===== src/rtl/uart_pkg.sv =====
// Shared UART definitions: state encoding, frame payload and line levels.
// Used by the TX controller and intended for the future RX controller.
package uart_pkg;

  localparam int unsigned UART_DATA_BITS = 8;
  localparam int unsigned UART_IDX_W     = $clog2(UART_DATA_BITS);

  localparam logic UART_START_LVL = 1'b0;
  localparam logic UART_STOP_LVL  = 1'b1;
  localparam logic UART_IDLE_LVL  = 1'b1;

  localparam logic [2:0] UART_ST_IDLE   = 3'd0;
  localparam logic [2:0] UART_ST_START  = 3'd1;
  localparam logic [2:0] UART_ST_DATA   = 3'd2;
  localparam logic [2:0] UART_ST_PARITY = 3'd3;
  localparam logic [2:0] UART_ST_STOP   = 3'd4;

  typedef enum logic [2:0] {
    ST_IDLE   = UART_ST_IDLE,
    ST_START  = UART_ST_START,
    ST_DATA   = UART_ST_DATA,
    ST_PARITY = UART_ST_PARITY,
    ST_STOP   = UART_ST_STOP
  } uart_state_e;

  // Per-frame configuration captured at accept.
  typedef struct packed {
    logic [UART_DATA_BITS-1:0] data;
    logic                      parity_en;
    logic                      parity_bit;
  } uart_frame_t;

  // Parity bit that makes data+parity even (odd=0) or odd (odd=1).
  function automatic logic uart_parity(input logic [UART_DATA_BITS-1:0] data,
                                       input logic odd);
    return (^data) ^ odd;
  endfunction

endpackage


===== src/rtl/uart_bit_timer.sv =====
// Bit-period timer: counts 0..CLKS_PER_BIT-1 and flags the last cycle of each period.
// A clear restarts the period so the first bit after accept is full length.
module uart_bit_timer #(
  parameter int unsigned CLKS_PER_BIT = 16
) (
  input  logic clk,
  input  logic rst,
  input  logic clear,
  output logic bit_end
);

  localparam int unsigned CNT_W = (CLKS_PER_BIT > 1) ? $clog2(CLKS_PER_BIT) : 1;
  localparam logic [CNT_W-1:0] CNT_LAST = CNT_W'(CLKS_PER_BIT - 1);

  logic [CNT_W-1:0] cnt;
  logic [CNT_W-1:0] cnt_d;

  always_comb begin
    cnt_d = cnt + CNT_W'(1);
    if (clear || (cnt == CNT_LAST)) begin
      cnt_d = '0;
    end
  end

  // bit_end is registered from the next count so it is high while cnt == CNT_LAST.
  always_ff @(posedge clk or posedge rst) begin
    if (rst) begin
      cnt     <= '0;
      bit_end <= 1'b0;
    end else begin
      cnt     <= cnt_d;
      bit_end <= (cnt_d == CNT_LAST);
    end
  end

endmodule


===== src/rtl/uart_tx_ctrl.sv =====
// UART transmit controller: start, 8 data bits LSB-first, optional parity, stop.
// Handshakes one byte per frame from the upstream source and drives the tx pin.
module uart_tx_ctrl
  import uart_pkg::*;
#(
  parameter int unsigned CLKS_PER_BIT = 16
) (
  input  logic       clk,
  input  logic       rst,
  input  logic [7:0] tx_data,
  input  logic       tx_valid,
  output logic       tx_ready,
  input  logic       parity_en,
  input  logic       parity_odd,
  output logic       tx,
  output logic       busy,
  output logic       frame_done
);

  localparam logic [UART_IDX_W-1:0] LAST_IDX = UART_IDX_W'(UART_DATA_BITS - 1);

  uart_state_e             state, state_d;
  uart_frame_t             frame_q, frame_d;
  logic [UART_IDX_W-1:0]   bit_idx, bit_idx_d;
  logic                    tx_d;
  logic                    busy_d;
  logic                    frame_done_d;
  logic                    timer_clear;
  logic                    bit_end;

  uart_bit_timer #(
    .CLKS_PER_BIT(CLKS_PER_BIT)
  ) u_bit_timer (
    .clk    (clk),
    .rst    (rst),
    .clear  (timer_clear),
    .bit_end(bit_end)
  );

  assign tx_ready = (state == ST_IDLE);

  // Next-state logic; outputs are derived from the next state so they register on the same edge.
  always_comb begin
    state_d      = state;
    frame_d      = frame_q;
    bit_idx_d    = bit_idx;
    timer_clear  = 1'b0;
    frame_done_d = 1'b0;
    tx_d         = UART_IDLE_LVL;

    unique case (state)
      ST_IDLE: begin
        if (tx_valid) begin
          frame_d.data       = tx_data;
          frame_d.parity_en  = parity_en;
          frame_d.parity_bit = uart_parity(tx_data, parity_odd);
          bit_idx_d          = '0;
          timer_clear        = 1'b1;
          state_d            = ST_START;
        end
      end
      ST_START: begin
        if (bit_end) begin
          state_d = ST_DATA;
        end
      end
      ST_DATA: begin
        if (bit_end) begin
          if (bit_idx == LAST_IDX) begin
            state_d = frame_q.parity_en ? ST_PARITY : ST_STOP;
          end else begin
            bit_idx_d = bit_idx + UART_IDX_W'(1);
          end
        end
      end
      ST_PARITY: begin
        if (bit_end) begin
          state_d = ST_STOP;
        end
      end
      ST_STOP: begin
        if (bit_end) begin
          state_d      = ST_IDLE;
          frame_done_d = 1'b1;
        end
      end
      default: begin
        state_d = ST_IDLE;
      end
    endcase

    unique case (state_d)
      ST_IDLE:   tx_d = UART_IDLE_LVL;
      ST_START:  tx_d = UART_START_LVL;
      ST_DATA:   tx_d = frame_d.data[bit_idx_d];
      ST_PARITY: tx_d = frame_d.parity_bit;
      ST_STOP:   tx_d = UART_STOP_LVL;
      default:   tx_d = UART_IDLE_LVL;
    endcase

    busy_d = (state_d != ST_IDLE);
  end

  always_ff @(posedge clk or posedge rst) begin
    if (rst) begin
      state      <= ST_IDLE;
      frame_q    <= '0;
      bit_idx    <= '0;
      tx         <= UART_IDLE_LVL;
      busy       <= 1'b0;
      frame_done <= 1'b0;
    end else begin
      state      <= state_d;
      frame_q    <= frame_d;
      bit_idx    <= bit_idx_d;
      tx         <= tx_d;
      busy       <= busy_d;
      frame_done <= frame_done_d;
    end
  end

endmodule

===== config.mk =====
export PLATFORM = sky130hd
export DESIGN_NAME = uart_tx_ctrl
export DESIGN_NICKNAME = d
export VERILOG_FILES = /design/src/rtl/uart_pkg.sv /design/src/rtl/uart_bit_timer.sv /design/src/rtl/uart_tx_ctrl.sv
export SDC_FILE = /design/constraint.sdc
export NUM_CORES = 1
export LEC_CHECK = 0
export BUFFER_PORTS_ARGS = -buffer_cell sky130_fd_sc_hd__buf_2
export CORE_UTILIZATION = 50
export CTS_CLUSTER_DIAMETER = 50
export CTS_CLUSTER_SIZE = 40
export DETAILED_ROUTE_END_ITERATION = 12
export PLACE_DENSITY = 0.8
export SETUP_SLACK_MARGIN = 0.15
export SLEW_MARGIN = 0
export SYNTH_ARGS = -nofsm -noshare
export SYNTH_HDL_FRONTEND = slang
export SYNTH_SLANG_ARGS = --single-unit

===== constraint.sdc =====
create_clock -name clk -period 3.2 [get_ports clk]
set_clock_uncertainty 0.2 [all_clocks]
set_input_delay 0.16 -clock clk [delete_from_list [all_inputs] [get_ports clk]]
set_output_delay 0.16 -clock clk [all_outputs]
set_load 0.01 [all_outputs]

==> results by stage <==
Worst setup path:
- The largest single stage delay on the critical path is 0.52 ns.
- The largest fanout on the critical path is 10.
- The class of the most critical setup path is reg2reg.
- The arrival time at the worst endpoint is 2.76 ns.
- The worst setup path is captured at a register.
- The endpoint identified for the worst register-to-register timing path is tx.
- Counting both buffers and inverters, the worst setup path holds a total of 0.
- The required time of the critical path is 3.25 ns.
- Broken down by cell family, the worst path's largest delay share belongs to compound AO/OA/AOI/OAI gates.
- The largest individual stage delay along the critical path comes from the cell sky130_fd_sc_hd__dfrtp_1.
- The worst reg-to-reg setup slack is 0.50 ns.
- Walking the worst path, the cells encountered are ha_1, a21bo_2, a2111o_1, a22o_1, and4bb_1, a41oi_1, a32oi_1.
- Counting cells, the worst reg-to-reg path comes to 7.
- The startpoint of the lowest-slack register-to-register path is bit_idx[0].
- In this run the number of cells on the critical path is 7.
- The worst setup path is launched from a register.

CTS:
- After clock tree synthesis, the repair step resized 0 gates.
- The clock root buffer master is sky130_fd_sc_hd__clkbuf_4.
- The clock network latency to the later pin of the worst-skew pair is 0.32 ns.
- The H-tree depth is 1.
- TritonCTS built the clock tree.
- The tree built by TritonCTS fans out to 24 sinks.
- Clock-pin slew was measured on the worst setup and hold paths at 0.13 ns.
- Clock tree synthesis inserted a total of 3 buffers.
- The maximum buffer depth of the clock tree is 2.

Timing:
- The worst path meets setup with 0.4953 ns of slack.
- For the final routed database, the setup TNS stands at 0 ns.
- The routed design could run at a clock period as short as 2.705 ns.
- The count of pins over their slew limit is 0.
- Of the available clock period, the critical path in the final layout requires 84.52%.
- The worst pin sits at a relative slew slack of 40.03%.
- For this run, the top clock speed supported by timing is 369.7 MHz.
- At the pin with the least slew margin, the transition time is 0.8986 ns.
- Setup repair after global routing left no endpoint under its margin.
- The setup-violating endpoint count in the final report is 0.
- The number of hold-slack violations in the final timing report is 0.

Yosys:
- The average footprint of a synthesized cell is 9.533 um^2.
- In the synthesized netlist, the number of instances is 139.
- The number of enable-type register cells in the synthesized netlist is 0.
- Counting flops with an async set or reset pin after synthesis yields a share of 100.0%.
- The count of distinct cell types in the synthesized netlist is 48.
- The mapped netlist covers 1325 um^2.
- Ranked by total cell area, the synthesized netlist is headed by sky130_fd_sc_hd__dfrtp_1 43%, sky130_fd_sc_hd__nand2_1 7.1%, sky130_fd_sc_hd__xnor2_1 3.3%.
- The biggest area contributor in the post-synthesis netlist is sky130_fd_sc_hd__dfrtp_1.
- The most used flip-flop cell after synthesis is sky130_fd_sc_hd__dfrtp_1.
- After synthesis the netlist holds a flip-flop and latch count of 24.
- The number of nets in the synthesized netlist is 154.
- The Yosys step of the flow raised 0 warnings.
- The share of synthesized area in the top cell type comes to 43.44%.
- Sequential elements use 45.42% of the synthesized area.

Power:
- The worst-case IR drop observed on VDD is 0.5338 mV.
- The areal power density over the cells is 726.2 nW/um^2.
- In this run the static leakage power is 0.7397 nW.
- Summing internal, switching and leakage power gives 0.001148 W.

Routing:
- After detailed routing, the average wire length per cell comes to 16.03 um.
- After detailed routing, the number of vias per cell comes to 6.046.
- The number of design rule violations left after detail routing is 0.
- The pre-antenna-repair detailed-routing pass consisted of 6 iterations.
- The detail route stage leaves a number of antenna-violating nets equal to 0.
- The routed design has 3125 um of wire.
- The violation count after the first detailed-route iteration is 72.
- The number of vias in the routed layout is 1,179.

Floorplanning:
- The initial utilization of the core area, before any placement, comes to 53.00%.
- The floorplan step defined a core boundary enclosing 2500 um^2.
- Measured along the x axis, the die boundary spans 53.48 um.
- For this design the top-level I/O count stands at 17.
- The floorplan die height is 53.48 um.
- The initialized floorplan defines 18 standard-cell rows.
- The die outline area is 2860 um^2.

Min path:
- The worst hold path passes through 4 cells.
- For hold timing, the worst endpoint is bit_idx[0].
- The class of the tightest hold or removal check is in2reg.
- The worst hold path begins at tx_valid.

Place:
- After detailed placement, the total cell area comes to 1444 um^2.
- Input and output buffers added on the ports amount to 16.
- The number of placed instances, taps included, is 181.
- The final estimated routing congestion in global placement is 0.9177.
- At the placement stage, the worst setup path has a slack of 0.5973 ns.
- The HPWL after detailed placement is 2084 um.

Outcome:
- The flow ran to the end, and the final reports show no timing, DRC or antenna violations.

GRT:
- The first global-routing pass estimated 5085 um of wire.
- The total overflow left after global routing is 0.
- The initial antenna violation count is 0.
- The overall fraction of global-route tracks in use is 25.09%.
- Entering global routing, the biggest net connects 25 pins.
- The number of global-route vias before repair was 1,072.

Final layout:
- The layout cell share with drive strength beyond 1 is 16.97%.
- At the end of the flow, the number of nets in the layout was 181.
- The post-synthesis to final-layout area growth is 19.26%.
- The count of filler cells inserted in the layout is 200.
- 0 antenna diodes ended up in the layout.
- After routing the design area is 1580 um^2.
- Leaving out filler cells and counting taps, the final layout contains 195.

Job:
- The max capacitance violation total is 0.
[per-stage QoR]
| step | hold slack [ns] | utilization [%] |
|---|---|---|
| 2_1_floorplan | -0.02612 | - |
| 3_3_place_gp | 0.1582 | 57.76 |
| 3_5_place_dp | 0.1627 | 57.76 |
| 4_1_cts | 0.1790 | 63.21 |
| 5_1_grt | 0.1887 | 63.21 |
| 6_report | 0.1982 | 63.21 |
[layer usage]
metal,vias up,global-route usage (%),routed length [um]
li1,560,-,-
met1,560,34.40,1419
met2,50,39.17,1487
met3,9,3.448,162
met4,0,10.09,56
met5,-,0,0
[power by group]
part | switching [W] | internal, W | leakage, nW
Clock | 0.0000880 | 0.0000696 | 0.0210
Combinational | 0.000224 | 0.000214 | 0.419
Sequential | 0.000132 | 0.000420 | 0.300
Total | 0.000444 | 0.000704 | 0.740
[cells in the mapped netlist, types with 2 or more instances]
library cell / count
sky130_fd_sc_hd__a21o_1: 2
sky130_fd_sc_hd__and2_1: 2
sky130_fd_sc_hd__ha_1: 2
sky130_fd_sc_hd__inv_1: 6
sky130_fd_sc_hd__nand2_1: 25
sky130_fd_sc_hd__a311oi_1: 2
sky130_fd_sc_hd__nand3_1: 2
sky130_fd_sc_hd__xnor2_1: 5
sky130_fd_sc_hd__nand3b_1: 2
sky130_fd_sc_hd__nor2b_1: 2
sky130_fd_sc_hd__o211ai_1: 2
sky130_fd_sc_hd__a41oi_1: 2
sky130_fd_sc_hd__a31oi_1: 3
sky130_fd_sc_hd__nor3_1: 3
sky130_fd_sc_hd__dfrtp_1: 23
sky130_fd_sc_hd__xor2_1: 2
sky130_fd_sc_hd__a21oi_1: 5
sky130_fd_sc_hd__nand4_1: 3
sky130_fd_sc_hd__o21ai_0: 5
sky130_fd_sc_hd__nor2_1: 6
sky130_fd_sc_hd__clkbuf_1: 6
sky130_fd_sc_hd__nand2b_1: 3
[worst max-delay path by stage]
stage	slack, ns	from	endpoint
final	0.50	bit_idx[0]	tx
after global routing	0.35	bit_idx[0]	tx
after CTS	0.53	bit_idx[0]	tx
after detailed placement	0.60	bit_idx[0]	tx
after global placement	0.67	bit_idx[0]	tx
after floorplan	0.88	bit_idx[1]	tx
[registers in the layout, summed over array words and instances, names as in the netlist]
signal and count:
tx 1, busy 1, u_bit_timer.bit_end 1, state 3, frame_q 10, bit_idx 3
frame_done 1, u_bit_timer.cnt 4
[kinds of logic (layout without fill, tap and decap cells)]
group / count (synthesis) / in the layout / synth area share [%]
AND/OR/NAND/NOR: 54 / 54 / 20.77
AO/OA/AOI/OAI: 36 / 36 / 19.83
flip-flops: 24 / 24 / 45.42
buffers and inverters: 13 / 39 / 3.777
XOR/XNOR: 8 / 8 / 6.327
adder cells (fa/ha/maj): 2 / 2 / 1.888
multiplexers: 2 / 2 / 1.983
[cells in the final DEF, fill, tap and decap left out, types with 2 or more instances in the layout]
master,n
sky130_fd_sc_hd__nand2_1,25
sky130_fd_sc_hd__dfrtp_1,23
sky130_fd_sc_hd__buf_2,16
sky130_fd_sc_hd__dlygate4sd3_1,10
sky130_fd_sc_hd__nor2_1,6
sky130_fd_sc_hd__inv_1,6
sky130_fd_sc_hd__xnor2_1,5
sky130_fd_sc_hd__a21oi_1,5
sky130_fd_sc_hd__o21ai_0,5
sky130_fd_sc_hd__nor3_1,3
sky130_fd_sc_hd__a31oi_1,3
sky130_fd_sc_hd__nand2b_1,3
sky130_fd_sc_hd__nand4_1,3
sky130_fd_sc_hd__clkbuf_4,3
sky130_fd_sc_hd__buf_4,3
sky130_fd_sc_hd__and2_1,2
sky130_fd_sc_hd__nor2b_1,2
sky130_fd_sc_hd__a21o_1,2
sky130_fd_sc_hd__a311oi_1,2
sky130_fd_sc_hd__a41oi_1,2
sky130_fd_sc_hd__nand3b_1,2
sky130_fd_sc_hd__nand3_1,2
sky130_fd_sc_hd__o211ai_1,2
sky130_fd_sc_hd__xor2_1,2
sky130_fd_sc_hd__ha_1,2
[tightest hold or removal path: stages]
cell	delay, ns
sky130_fd_sc_hd__buf_2	0.12
sky130_fd_sc_hd__nor2_1	0.08
sky130_fd_sc_hd__a2111o_1	0.19
sky130_fd_sc_hd__a21o_1	0.14
[area by class of cell]
| type | instances | area, um^2 | area share, % |
|---|---|---|---|
| sequential | 24 | 601.8 | 38.08 |
| multi-input combinational | 102 | 679.4 | 42.99 |
| clock buffer | 4 | 36.28 | 2.296 |
| tap | 30 | 37.54 | 2.375 |
| inverter | 6 | 22.52 | 1.425 |
| timing repair buffer | 29 | 202.7 | 12.83 |
[timing repair]
| item | 4_1_cts | 5_1_grt |
|---|---|---|
| endpoints found under the hold margin | 32 | 0 |
| setup buffers | 0 | 0 |
| hold buffers | 10 | 0 |
Power figures use the tool's default switching activity.
